$ cat src/rtl/bridge_timer.sv
// bridge_timer: processor-bus bridge hosting a countdown timer, a 32-bit output
// port and a 32-bit input port, and forwarding external IRQs onto HWInt[7:3].
// Reads are combinational from PrAddr; writes land on the rising clk edge with PrWe=1.
// Ports: clk/reset (async, active-high); PrAddr/PrWD/PrWe/PrRD bus;
//        HWInt[7:2] interrupt vector; ExtIrq external levels; dev_in/dev_out IO ports.
module bridge_timer #(
  parameter logic [31:0] TIMER_BASE = 32'h0000_7F00,
  parameter logic [31:0] IO_BASE    = 32'h0000_7F10
) (
  input  logic        clk,
  input  logic        reset,
  input  logic [31:0] PrAddr,
  input  logic [31:0] PrWD,
  input  logic        PrWe,
  output logic [31:0] PrRD,
  output logic [7:2]  HWInt,
  input  logic [4:0]  ExtIrq,
  input  logic [31:0] dev_in,
  output logic [31:0] dev_out
);

  localparam logic [31:0] CTRL_ADDR   = TIMER_BASE;
  localparam logic [31:0] PRESET_ADDR = TIMER_BASE + 32'd4;
  localparam logic [31:0] COUNT_ADDR  = TIMER_BASE + 32'd8;
  localparam logic [31:0] OUT_ADDR    = IO_BASE;
  localparam logic [31:0] IN_ADDR     = IO_BASE + 32'd4;

  typedef enum logic [1:0] {
    S_IDLE = 2'd0,
    S_LOAD = 2'd1,
    S_CNT  = 2'd2,
    S_INT  = 2'd3
  } state_t;

  state_t      state, state_nxt;
  logic [3:0]  ctrl, ctrl_nxt;
  logic [31:0] preset;
  logic [31:0] count, count_nxt;
  logic [31:0] out_reg;
  logic        irq_flag, irq_nxt;

  // Word access only: byte-lane bits are dropped before a full 32-bit decode.
  logic [31:0] word_addr;
  logic        unused_addr_bits;
  assign word_addr        = {PrAddr[31:2], 2'b00};
  assign unused_addr_bits = ^PrAddr[1:0];

  logic wr_ctrl, wr_preset, wr_out;
  assign wr_ctrl   = PrWe && (word_addr == CTRL_ADDR);
  assign wr_preset = PrWe && (word_addr == PRESET_ADDR);
  assign wr_out    = PrWe && (word_addr == OUT_ADDR);

  logic en, auto_reload, im;
  assign en          = ctrl[0];
  assign auto_reload = (ctrl[2:1] == 2'b01);  // 1x decodes as one-shot
  assign im          = ctrl[3];

  // Timer FSM next-state, followed by bus-write overrides so a CTRL write
  // always wins over whatever the FSM would have done on the same edge.
  always_comb begin
    state_nxt = state;
    ctrl_nxt  = ctrl;
    count_nxt = count;
    irq_nxt   = irq_flag;

    case (state)
      S_IDLE: begin
        if (en) state_nxt = S_LOAD;
      end
      S_LOAD: begin
        count_nxt = preset;
        state_nxt = S_CNT;
      end
      S_CNT: begin
        if (!en) begin
          state_nxt = S_IDLE;
        end else if (count == 32'd0) begin
          state_nxt = S_INT;
          irq_nxt   = 1'b1;
        end else begin
          count_nxt = count - 32'd1;
        end
      end
      S_INT: begin
        if (auto_reload) begin
          state_nxt = S_LOAD;
          irq_nxt   = 1'b0;   // flag lives only for the INT cycle: one-cycle pulse
        end else begin
          ctrl_nxt[0] = 1'b0;
          state_nxt   = S_IDLE;
        end
      end
      default: state_nxt = S_IDLE;
    endcase

    if (wr_ctrl) begin
      ctrl_nxt = PrWD[3:0];
      irq_nxt  = 1'b0;
      // Written EN=0 stops the timer this edge: no expiry, count frozen.
      if (!PrWD[0]) begin
        state_nxt = S_IDLE;
        count_nxt = count;
      end
    end
    if (wr_preset) irq_nxt = 1'b0;
  end

  always_ff @(posedge clk or posedge reset) begin
    if (reset) begin
      state    <= S_IDLE;
      ctrl     <= 4'd0;
      preset   <= 32'd0;
      count    <= 32'd0;
      out_reg  <= 32'd0;
      irq_flag <= 1'b0;
    end else begin
      state    <= state_nxt;
      ctrl     <= ctrl_nxt;
      count    <= count_nxt;
      irq_flag <= irq_nxt;
      if (wr_preset) preset  <= PrWD;
      if (wr_out)    out_reg <= PrWD;
    end
  end

  always_comb begin
    PrRD = 32'd0;
    case (word_addr)
      CTRL_ADDR:   PrRD = {28'd0, ctrl};
      PRESET_ADDR: PrRD = preset;
      COUNT_ADDR:  PrRD = count;
      OUT_ADDR:    PrRD = out_reg;
      IN_ADDR:     PrRD = dev_in;
      default:     PrRD = 32'd0;
    endcase
  end

  assign HWInt   = {ExtIrq, irq_flag & im};
  assign dev_out = out_reg;

endmodule

$ cat config.mk
export PLATFORM = sky130hd
export DESIGN_NAME = bridge_timer
export DESIGN_NICKNAME = d
export VERILOG_FILES = /design/src/rtl/bridge_timer.sv
export SDC_FILE = /design/constraint.sdc
export NUM_CORES = 1
export LEC_CHECK = 0
export CAP_MARGIN = 20
export CORE_UTILIZATION = 30
export CTS_CLUSTER_SIZE = 16
export DETAILED_ROUTE_END_ITERATION = 12
export GPL_TIMING_DRIVEN = 0
export MAX_ROUTING_LAYER = met4
export SYNTH_ARGS = -nofsm -noshare
export SYNTH_HDL_FRONTEND = slang
export SYNTH_SLANG_ARGS = --single-unit
$ cat constraint.sdc
create_clock -name clk -period 5.18 [get_ports clk]
set_clock_uncertainty 0.1 [all_clocks]
set_input_delay 0.518 -clock clk [delete_from_list [all_inputs] [get_ports clk]]
set_output_delay 0.518 -clock clk [all_outputs]
set_load 0.02 [all_outputs]
==> results of run 1 <==
[cells in the final DEF (no fill, tap or decap), types with 5 or more instances in the layout]
| cell | count |
|---|---|
| sky130_fd_sc_hd__mux2i_1 | 5 |
| sky130_fd_sc_hd__a22oi_1 | 66 |
| sky130_fd_sc_hd__dfrtp_1 | 103 |
| sky130_fd_sc_hd__clkbuf_1 | 26 |
| sky130_fd_sc_hd__nand2_1 | 27 |
| sky130_fd_sc_hd__mux2_2 | 50 |
| sky130_fd_sc_hd__buf_4 | 8 |
| sky130_fd_sc_hd__and3_1 | 6 |
| sky130_fd_sc_hd__clkdlybuf4s50_1 | 164 |
| sky130_fd_sc_hd__inv_1 | 6 |
| sky130_fd_sc_hd__o21ai_1 | 32 |
| sky130_fd_sc_hd__nor4_1 | 9 |
| sky130_fd_sc_hd__clkbuf_16 | 9 |
| sky130_fd_sc_hd__mux2_1 | 17 |
| sky130_fd_sc_hd__o22ai_1 | 5 |
| sky130_fd_sc_hd__buf_2 | 14 |
| sky130_fd_sc_hd__nor3_1 | 7 |
| sky130_fd_sc_hd__a31oi_1 | 7 |
| sky130_fd_sc_hd__or3_1 | 5 |
| sky130_fd_sc_hd__nand3_1 | 9 |
| sky130_fd_sc_hd__o21ai_0 | 32 |
| sky130_fd_sc_hd__nand4b_1 | 5 |
| sky130_fd_sc_hd__nor2_1 | 43 |
| sky130_fd_sc_hd__o22a_1 | 6 |
| sky130_fd_sc_hd__a21oi_1 | 35 |
[sequential cells by signal, indices dropped and copies added (netlist names)]
name and flops:
count 32, dev_out 32, preset 32, ctrl 4
state 2, irq_flag 1
[where the power goes]
part           internal (uW)  leakage, uW  total (uW)  switching (uW)
Sequential               803      0.00143         803       0.0000561
Combinational           76.1      0.00179         128            52.3
Clock                    441     0.000163         765             324
[cell usage after synthesis (6+ instances only)]
cell type	count
sky130_fd_sc_hd__buf_2	14
sky130_fd_sc_hd__buf_4	8
sky130_fd_sc_hd__nor2_1	43
sky130_fd_sc_hd__clkbuf_1	26
sky130_fd_sc_hd__a21oi_1	35
sky130_fd_sc_hd__nand2_1	27
sky130_fd_sc_hd__o21ai_0	32
sky130_fd_sc_hd__mux2_1	17
sky130_fd_sc_hd__nor4_1	9
sky130_fd_sc_hd__o22a_1	6
sky130_fd_sc_hd__o21ai_1	32
sky130_fd_sc_hd__and3_1	6
sky130_fd_sc_hd__mux2_2	50
sky130_fd_sc_hd__dfrtp_1	103
sky130_fd_sc_hd__nand3_1	9
sky130_fd_sc_hd__inv_1	7
sky130_fd_sc_hd__nor3_1	7
sky130_fd_sc_hd__a22oi_1	66
sky130_fd_sc_hd__a31oi_1	7
[kinds of logic after synthesis]
group | Yosys count
muxes | 72
buffers and inverters | 59
DFF | 103
AOI/OAI and AO/OA | 201
adders and majority gates | 1
and+or+nand+nor | 151
[final timing paths]
path	endpoint	slack [ns]	depth (start not counted)
worst max-delay path	PrRD[23]	0.75	9
worst min-delay path	irq_flag	0.42	2
worst max register to register	count[30]	2.27	8
worst min register to register	irq_flag	0.42	2
max in group asynchronous	preset[18]	3.78	3
min in group asynchronous	dev_out[28]	0.49	2
[per-stage QoR]
step / total power [uW] / area (um^2) / utilization
finish: 1700 / 8170 / 0.432
floorplan: 851 / 5840 / -
global route: 1740 / 8170 / 0.432
global placement: 946 / 7810 / 0.413
detailed placement: 949 / 7840 / 0.415
CTS: 1710 / 8170 / 0.432
[tightest hold or removal path, cell delays in order (launching register included)]
cell and delay (ns):
sky130_fd_sc_hd__dfrtp_1 0.34, sky130_fd_sc_hd__a31oi_1 0.04, sky130_fd_sc_hd__nor2_1 0.09
[layout make-up]
cell class / count / area [um^2] / share of cell area
Buffer: 52 / 267 / 0.0326
Clock buffer: 10 / 239 / 0.0292
Clock inverter: 6 / 91.3 / 0.0112
Inverter: 7 / 28.8 / 0.00352
Multi-Input combinational cell: 425 / 2970 / 0.364
Sequential cell: 103 / 2580 / 0.315
Tap cell: 260 / 325 / 0.0398
Timing Repair Buffer: 165 / 1670 / 0.204
[routing by layer]
layer,vias up,wire [um],track usage
met1,2781,9570,0.300
met5,-,0,-
li1,2571,-,-
met4,0,599,0.0939
met2,207,9580,0.329
met3,31,1180,0.0273
==> run_results.csv, run 1 <==
group,metric,value,unit
outcome,run_status,"complete, no violations",
synth,synth_nets,692,
timing,postLayoutSetupSlackWorst,0.751,ns
timing,post-route-period-util,0.855,
synth,synth-compound-area-share,0.217,
cts,cts.clk_slew.worst_paths,0.07,ns
worst_setup_path,critPathSlowestCell,"sky130_fd_sc_hd__clkdlybuf4s50_1",
worst_setup_path,startpoint_type,"input pin",
finish,num-nets-final,868,
finish,layout-drive-gt1-share,0.139,
floorplan,placement_rows,50,
timing,whs,0.419,ns
synth,ys.flop_type,"sky130_fd_sc_hd__dfrtp_1",
worst_setup_path,timing_worst_setup_path_type,"in2out",
timing,setup_viol,0,
cts,clkLatencyLatePin,0.36,ns
synth,top_cell_type_by_total_area_after_synthesis,"sky130_fd_sc_hd__dfrtp_1",
worst_setup_path,timing.critical_path.fanout_max,10,
worst_setup_path,worstReg2RegStart,"count[0]",
cts,cts_repair_resize_count,0,
power_and_ir_drop,vdd.ir_drop.worst,0.000156,V
worst_setup_path,crit_chain,"clkdlybuf4s50_1 -> or4b_4 -> nor4_4 -> nand3_1 -> nor3b_2 -> buf_2 -> a22oi_1 -> o21ai_1 -> clkdlybuf4s50_1",
hold_path,min-delay-start,"irq_flag",
cts,post_cts.repair.setup_buffers,0,
route,route.final.wire_length,20.9,mm
finish,final.fill_count,1911,
synth,synth.cell_area,5840,um^2
worst_setup_path,worst_setup_path_startpoint,"PrAddr[21]",
worst_setup_path,critical_path.top_delay_family,"simple AND/OR/NAND/NOR gates",
route,vias_per_cell,5.44,
synth,synth_enable_flop_cells,0,
placed_design,hpwlAfterDp,15.9,mm
synth,yosys.cell_types.count,59,
timing,hold_violations,0,
route,drt-pass1-iter-count,5,
finish,instances_no_fill,1028,
floorplan,starting_density_of_the_core,0.309,
floorplan,pin_count,174,
worst_setup_path,crit_buf_inv,3,
timing,slew-limit-headroom,0.561,
finish,antenna_diode_count,0,
worst_setup_path,critical_path.most_common_cell,"sky130_fd_sc_hd__clkdlybuf4s50_1",
global_route,vias_in_the_first_global_route,5612,
worst_setup_path,timing.critical_path.required,4.56,ns
global_route,total_congestion_overflow,0,
synth,synth_top_area_share,0.441,
power_and_ir_drop,power.leakage,0.00338,uW
timing,timing.final.max_slew_violations,0,
synth,yosysSeqAreaShare,0.441,
cts,cts.htree.levels,3,
floorplan,design.die.area,20000,um^2
power_and_ir_drop,power_density,208,nW/um^2
synth,ys_async_sr_fraction,1.00,
placed_design,numPlacedInstances,1012,
synth,synthesis.yosys.warnings,0,
global_route,grt_pass1_wl,32.3,mm
cts,clock_path_buffers,2,
cts,tritoncts_sink_count,103,
route,drt_iter0_markers,433,
cts,cts_made_buffers,9,
synth,synth_area_per_cell,9.95,um^2
synth,yosys.area_share.xor_xnor,0,
route,drc,0,
placed_design,dp_worst_setup_slack,0.757,ns
floorplan,die-width,142,um
timing,worst_pin_slew,0.659,ns
hold_path,hp-class,"reg2reg",
timing,unrepaired_setup_endpoints_after_global_routing,"false",
synth,synth.mux.area_fraction,0.138,
route,dr_total_vias,5590,
cts,tritoncts,"built",
synth,synth_top_family_by_area,"compound AO/OA/AOI/OAI gates",
global_route,antenna_violations_before_repair,0,
synth,area_share_of_and_or_nand_nor_cells_after_synthesis,0.152,
route,wl_per_cell,20.4,um
synth,synth.top_cells.by_area,"sky130_fd_sc_hd__dfrtp_1, sky130_fd_sc_hd__mux2_2, sky130_fd_sc_hd__a22oi_1, sky130_fd_sc_hd__mux2_1, sky130_fd_sc_hd__a21oi_1",
cts,clock_tree.root_cell,"sky130_fd_sc_hd__clkbuf_16",
cts,cts_hold_buffers,0,
worst_setup_path,worstSetupEndpointType,"primary output",
run,max_cap_violations,0,
placed_design,buffer_ports.inserted,164,
global_route,grt_start_max_net_pins,62,
timing,max_freq,226,MHz
timing,period_minus_slack,4.43,ns
floorplan,placeable_core_region,18900,um^2
worst_setup_path,worst-endpoint-arrival,3.81,ns
route,antenna_violating_nets_post_route,0,
synth,synthesis.instances,587,
floorplan,die_h,142,um
synth,adder_cell_area_share_of_the_yosys_netlist,0.00214,
synth,synth_seq_cells,103,
global_route,grtUsageTotal,0.220,
worst_setup_path,critical-path-max-stage-delay,0.64,ns
placed_design,final_weighted_congestion_in_routability_driven_placement,0.928,
timing,setup-tns-final,0,ns
finish,syn2layout_area_growth,39.8,%
Power figures use the tool's default switching activity.
==> run 2, diff against run 1 <==
--- a/config.mk
+++ b/config.mk
@@ -6,11 +6,13 @@
 export NUM_CORES = 1
 export LEC_CHECK = 0
 export CAP_MARGIN = 20
-export CORE_UTILIZATION = 30
+export CORE_UTILIZATION = 52
 export CTS_CLUSTER_SIZE = 16
 export DETAILED_ROUTE_END_ITERATION = 12
 export GPL_TIMING_DRIVEN = 0
 export MAX_ROUTING_LAYER = met4
+export PLACE_DENSITY = 0.87
+export SKIP_LAST_GASP = 1
 export SYNTH_ARGS = -nofsm -noshare
 export SYNTH_HDL_FRONTEND = slang
 export SYNTH_SLANG_ARGS = --single-unit
==> run 2 against run 1 <==
Cell area decreased by 3.9%. Hold slack worse by 0.038 ns. Global-route usage rose by 17 points. Sequential power about the same. Sequential share of layout area up 1.3 points. First-iteration DRC count is 54% higher. Highest routed layer unchanged.
==> run_results.csv, run 2 (synthesized netlist as in run 1, its figures left out) <==
group,metric,value,unit
outcome,run_status,"complete, no violations",
cts,cts.htree.levels,3,
timing,unrepaired_setup_endpoints_after_global_routing,"false",
worst_setup_path,r2r.worst_path.cells,8,
placed_design,final_weighted_congestion_in_routability_driven_placement,0.950,
route,drt_iter0_markers,666,
timing,post-route-period-util,0.832,
cts,clock_path_buffers,2,
worst_setup_path,critical_path.reg2reg.endpoint,"count[30]",
cts,clkLatencyLatePin,0.39,ns
placed_design,placed_area,7690,um^2
floorplan,starting_density_of_the_core,0.537,
placed_design,hpwlAfterDp,15.8,mm
cts,cts_hold_buffers,0,
timing,setup-tns-final,0,ns
cts,cts.clk_slew.worst_paths,0.10,ns
floorplan,die_h,108,um
power_and_ir_drop,power_density,178,nW/um^2
cts,cts_made_buffers,9,
finish,num-nets-final,868,
timing,timing.final.max_slew_violations,0,
route,drc,0,
floorplan,placement_rows,38,
floorplan,pin_count,174,
global_route,antenna_violations_before_repair,0,
placed_design,buffer_ports.inserted,164,
global_route,grtUsageTotal,0.394,
route,antenna_violating_nets_post_route,0,
route,wl_per_cell,23.4,um
floorplan,design.die.area,11700,um^2
global_route,total_congestion_overflow,0,
global_route,grt_pass1_wl,32.8,mm
floorplan,placeable_core_region,10900,um^2
route,drt-pass1-iter-count,5,
worst_setup_path,worst-endpoint-arrival,3.69,ns
timing,slew-limit-headroom,0.538,
power_and_ir_drop,total_power,1400,uW
finish,syn2layout_area_growth,34.4,%
worst_setup_path,worstReg2RegStart,"count[0]",
finish,finish.instance_area,7860,um^2
global_route,grt_util_met3,0.0886,
worst_setup_path,r2r_setup_slack,2.25,ns
finish,layout.cells.most_common_list,"sky130_fd_sc_hd__clkdlybuf4s50_1, sky130_fd_sc_hd__dfrtp_1, sky130_fd_sc_hd__a22oi_1",
cts,clock_tree.root_cell,"sky130_fd_sc_hd__clkbuf_8",
route,dr_total_vias,5914,
cts,post_cts.repair.setup_buffers,0,
hold_path,hp-class,"in2async",
timing,max_freq,232,MHz
run,max_cap_violations,0,
global_route,grt_most_used_layer,"met2",
finish,layout_commonest_cell,"sky130_fd_sc_hd__clkdlybuf4s50_1",
route,vias_per_cell,6.52,
worst_setup_path,worstSetupEndpointType,"primary output",
floorplan,die-width,108,um
global_route,met1_usage,0.517,
finish,antenna_diode_count,0,
route,route.final.wire_length,21.3,mm
timing,setup_viol,0,
worst_setup_path,timing.critical_path.required,4.56,ns
global_route,grt_start_max_net_pins,72,
global_route,global_route.usage.met2,0.586,
timing,hold_violations,0,
power_and_ir_drop,vdd.ir_drop.worst,0.000239,V
timing,period_minus_slack,4.31,ns
cts,tritoncts_sink_count,103,
global_route,vias_in_the_first_global_route,6073,
worst_setup_path,timing_worst_setup_path_type,"in2out",
worst_setup_path,startpoint_type,"input pin",
finish,layout-drive-gt1-share,0.136,
power_and_ir_drop,power.leakage,0.00330,uW
worst_setup_path,timing.critical_path.fanout_max,10,
timing,worst_pin_slew,0.692,ns
cts,cts_repair_resize_count,0,
cts,tritoncts,"built",
==> run 2: cell type report <==
cell class / instances / area, um^2
Fill cell: 828 / 3030
Multi-Input combinational cell: 425 / 2970
Sequential cell: 103 / 2580
Timing Repair Buffer: 165 / 1670
Buffer: 52 / 267
Tap cell: 140 / 175
Clock buffer: 12 / 145
Inverter: 7 / 28.8
Clock inverter: 3 / 20.0
==> run 2: layer usage <==
metal | wire length [um] | vias up
met5 | 0 | -
met4 | 543 | 0
met2 | 9790 | 423
met3 | 2350 | 49
li1 | - | 2555
met1 | 8580 | 2887
==> run 2: power by group <==
part / switching (uW) / internal [uW]
registers: 0.0000602 / 803
logic: 54.4 / 76.3
clock network: 280 / 185
total: 334 / 1060
==> run 2: how the worst max path moves through the flow <==
| stage | startpoint | to | slack [ns] | cells past startpoint |
|---|---|---|---|---|
| floorplan | reset | count[0] | 1.86 | 1 |
| global placement | reset | dev_out[22] | 0.31 | 2 |
| detailed placement | PrAddr[21] | PrRD[1] | 0.92 | 9 |
| CTS | PrAddr[21] | PrRD[1] | 0.90 | 9 |
| global route | PrAddr[21] | PrRD[6] | 0.77 | 9 |
| finish | PrAddr[21] | PrRD[1] | 0.87 | 9 |
==> run 2: stage by stage <==
| stage | hold WS [ns] | util | setup WS (ns) | cells |
|---|---|---|---|---|
| after floorplan | 0.370 | - | 1.86 | 587 |
| after global placement | 0.395 | 0.704 | 0.309 | 891 |
| after detailed placement | 0.415 | 0.706 | 0.920 | 892 |
| after CTS | 0.395 | 0.721 | 0.902 | 907 |
| after global routing | 0.416 | 0.721 | 0.773 | 907 |
| final | 0.381 | 0.721 | 0.870 | 907 |
==> run 2: critical path, stage by stage <==
cell and delay [ns]:
sky130_fd_sc_hd__clkdlybuf4s50_1 0.45, sky130_fd_sc_hd__or4b_4 0.56, sky130_fd_sc_hd__nor4_4 0.34, sky130_fd_sc_hd__nand3_1 0.19, sky130_fd_sc_hd__nor3b_2 0.39, sky130_fd_sc_hd__buf_2 0.35
sky130_fd_sc_hd__a22oi_1 0.11, sky130_fd_sc_hd__o21ai_1 0.13, sky130_fd_sc_hd__clkdlybuf4s50_1 0.66
==> run 3, diff against run 2 <==
--- a/config.mk
+++ b/config.mk
@@ -6,12 +6,12 @@
 export NUM_CORES = 1
 export LEC_CHECK = 0
 export CAP_MARGIN = 20
-export CORE_UTILIZATION = 52
+export CORE_UTILIZATION = 43
 export CTS_CLUSTER_SIZE = 16
 export DETAILED_ROUTE_END_ITERATION = 12
 export GPL_TIMING_DRIVEN = 0
 export MAX_ROUTING_LAYER = met4
-export PLACE_DENSITY = 0.87
+export PLACE_DENSITY = 0.77
 export SKIP_LAST_GASP = 1
 export SYNTH_ARGS = -nofsm -noshare
 export SYNTH_HDL_FRONTEND = slang
==> constraint.sdc (replaced) <==
create_clock -name clk -period 3.45 [get_ports clk]
set_clock_uncertainty 0.1 [all_clocks]
set_input_delay 0.345 -clock clk [delete_from_list [all_inputs] [get_ports clk]]
set_output_delay 0.345 -clock clk [all_outputs]
set_load 0.02 [all_outputs]
==> run 3 against run 2 <==
Non-clock buffer count is 8 higher. Power is 84% higher. Highest routed layer unchanged. Cell area is 2.3% higher. Wire length up 1.4%. Sequential share of layout area is 0.73 points lower. Critical path type unchanged. Clock-buffer cell count fell by 1. Die area grew 21%.
==> run_results.csv, run 3 (synthesized netlist as in run 1, its figures left out) <==
group,metric,value,unit
global_route,grt_most_used_layer,"met2",
timing,hold_violations,0,
cts,cts.htree.levels,3,
worst_setup_path,r2r.worst_path.cells,8,
cts,clock_path_buffers,2,
route,wl_per_cell,22.6,um
global_route,grt_util_met3,0.0584,
timing,setup_viol,0,
finish,layout-drive-gt1-share,0.187,
worst_setup_path,worstReg2RegStart,"count[0]",
placed_design,buffer_ports.inserted,164,
cts,cts_made_buffers,9,
timing,unrepaired_setup_endpoints_after_global_routing,"true",
global_route,grtUsageTotal,0.323,
floorplan,pin_count,174,
timing,worst_pin_slew,0.790,ns
route,antenna_violating_nets_post_route,0,
global_route,met1_usage,0.437,
cts,cts.clk_slew.worst_paths,0.07,ns
floorplan,design.die.area,14100,um^2
finish,layout.cells.most_common_list,"sky130_fd_sc_hd__clkdlybuf4s50_1, sky130_fd_sc_hd__dfrtp_1, sky130_fd_sc_hd__a22oi_1",
floorplan,starting_density_of_the_core,0.441,
worst_setup_path,timing_worst_setup_path_type,"in2out",
floorplan,placement_rows,42,
route,drt-pass1-iter-count,5,
finish,syn2layout_area_growth,37.5,%
timing,max_freq,294,MHz
timing,post-route-period-util,0.986,
power_and_ir_drop,power_density,320,nW/um^2
floorplan,die_h,119,um
timing,postLayoutSetupSlackWorst,0.0479,ns
worst_setup_path,worstSetupEndpointType,"primary output",
placed_design,final_weighted_congestion_in_routability_driven_placement,0.913,
global_route,vias_in_the_first_global_route,5781,
worst_setup_path,r2r_setup_slack,0.46,ns
global_route,grt_start_max_net_pins,69,
cts,tritoncts,"built",
power_and_ir_drop,power.leakage,0.00348,uW
hold_path,hp-class,"in2async",
route,drc,0,
route,vias_per_cell,6.18,
cts,clkLatencyLatePin,0.35,ns
worst_setup_path,startpoint_type,"input pin",
run,max_cap_violations,0,
global_route,antenna_violations_before_repair,2,
route,drt_iter0_markers,586,
timing,slew-limit-headroom,0.473,
global_route,grt_pass1_wl,33.3,mm
outcome,run_status,"complete, no violations",
placed_design,dp_worst_setup_slack,-0.715,ns
global_route,total_congestion_overflow,0,
timing,period_minus_slack,3.40,ns
finish,layout_commonest_cell,"sky130_fd_sc_hd__clkdlybuf4s50_1",
placed_design,placed_area,7730,um^2
worst_setup_path,worst-endpoint-arrival,2.96,ns
finish,finish.instance_area,8030,um^2
floorplan,die-width,119,um
worst_setup_path,timing.critical_path.fanout_max,10,
worst_setup_path,timing.critical_path.required,3.00,ns
worst_setup_path,critical_path.reg2reg.endpoint,"count[5]",
global_route,global_route.usage.met2,0.483,
cts,tritoncts_sink_count,103,
timing,timing.final.max_slew_violations,0,
route,dr_total_vias,5892,
placed_design,hpwlAfterDp,15.7,mm
finish,num-nets-final,876,
floorplan,placeable_core_region,13200,um^2
cts,clock_tree.root_cell,"sky130_fd_sc_hd__clkbuf_16",
route,route.final.wire_length,21.6,mm
power_and_ir_drop,vdd.ir_drop.worst,0.000273,V
run 3: changes by cell type in the layout (fill, tap and decap cells not counted), moves of 3 or more:
cell	change
sky130_fd_sc_hd__clkbuf_2	+25
sky130_fd_sc_hd__clkbuf_16	+9
sky130_fd_sc_hd__buf_2	-3
sky130_fd_sc_hd__clkdlybuf4s50_1	-32
sky130_fd_sc_hd__buf_4	+11
sky130_fd_sc_hd__clkbuf_8	-8
run 3: power breakdown:
group	internal (uW)	switching [uW]	total, uW
Clock	683	485	1170
Combinational	115	82.1	197
Sequential	1210	0.0000892	1210
run 3: stage by stage:
step | hold slack, ns | total power, uW | util | instances | setup TNS [ns]
floorplan | 0.362 | 1280 | - | 587 | 0
detailed placement | 0.401 | 1430 | 0.584 | 928 | -19.18
global route | 0.325 | 2650 | 0.607 | 954 | -0.167
CTS | 0.301 | 2580 | 0.615 | 952 | -0.150
global placement | 0.390 | 1420 | 0.582 | 927 | -152.52
finish | 0.279 | 2570 | 0.607 | 954 | 0
run 3: area by class of cell:
cell class | instances | area (um^2)
Antenna cell | 2 | 5.00
Buffer | 52 | 285
Clock buffer | 11 | 253
Clock inverter | 5 | 86.3
Fill cell | 1173 | 5210
Inverter | 7 | 28.8
Multi-Input combinational cell | 425 | 2990
Sequential cell | 103 | 2580
Tap cell | 176 | 220
Timing Repair Buffer | 173 | 1590
run 3: worst max path at each step:
stage                     slack [ns]          end       start
after global placement         -1.33  dev_out[10]       reset
final                           0.05      PrRD[5]  PrAddr[21]
after floorplan                 0.30     count[0]       reset
after detailed placement       -0.71     PrRD[27]  PrAddr[21]
after CTS                      -0.03     PrRD[27]  PrAddr[21]
after global routing            -0.1      PrRD[1]  PrAddr[21]
run 3: repair_timing:
item,in CTS,in global routing
endpoints found under the setup margin,32,30
resized for setup,55,49
pin swaps,3,0
buffers inserted,8,0
hold buffers,0,0
endpoints found under the hold margin,0,0
run 3: critical path, cell delays in order:
cell	delay [ns]
sky130_fd_sc_hd__clkdlybuf4s50_1	0.44
sky130_fd_sc_hd__or4b_4	0.56
sky130_fd_sc_hd__nor4_4	0.31
sky130_fd_sc_hd__nand3_2	0.20
sky130_fd_sc_hd__nor3_4	0.21
sky130_fd_sc_hd__buf_4	0.16
sky130_fd_sc_hd__clkbuf_4	0.22
sky130_fd_sc_hd__a22oi_1	0.11
sky130_fd_sc_hd__o21ai_1	0.12
sky130_fd_sc_hd__clkdlybuf4s15_2	0.29
run 3: routing by layer:
layer  vias to the layer above  part of all wire
met5                         -                 0
met4                         0             0.024
met3                        37             0.090
met2                       321              0.46
met1                      2935              0.43
li1                       2599                 -
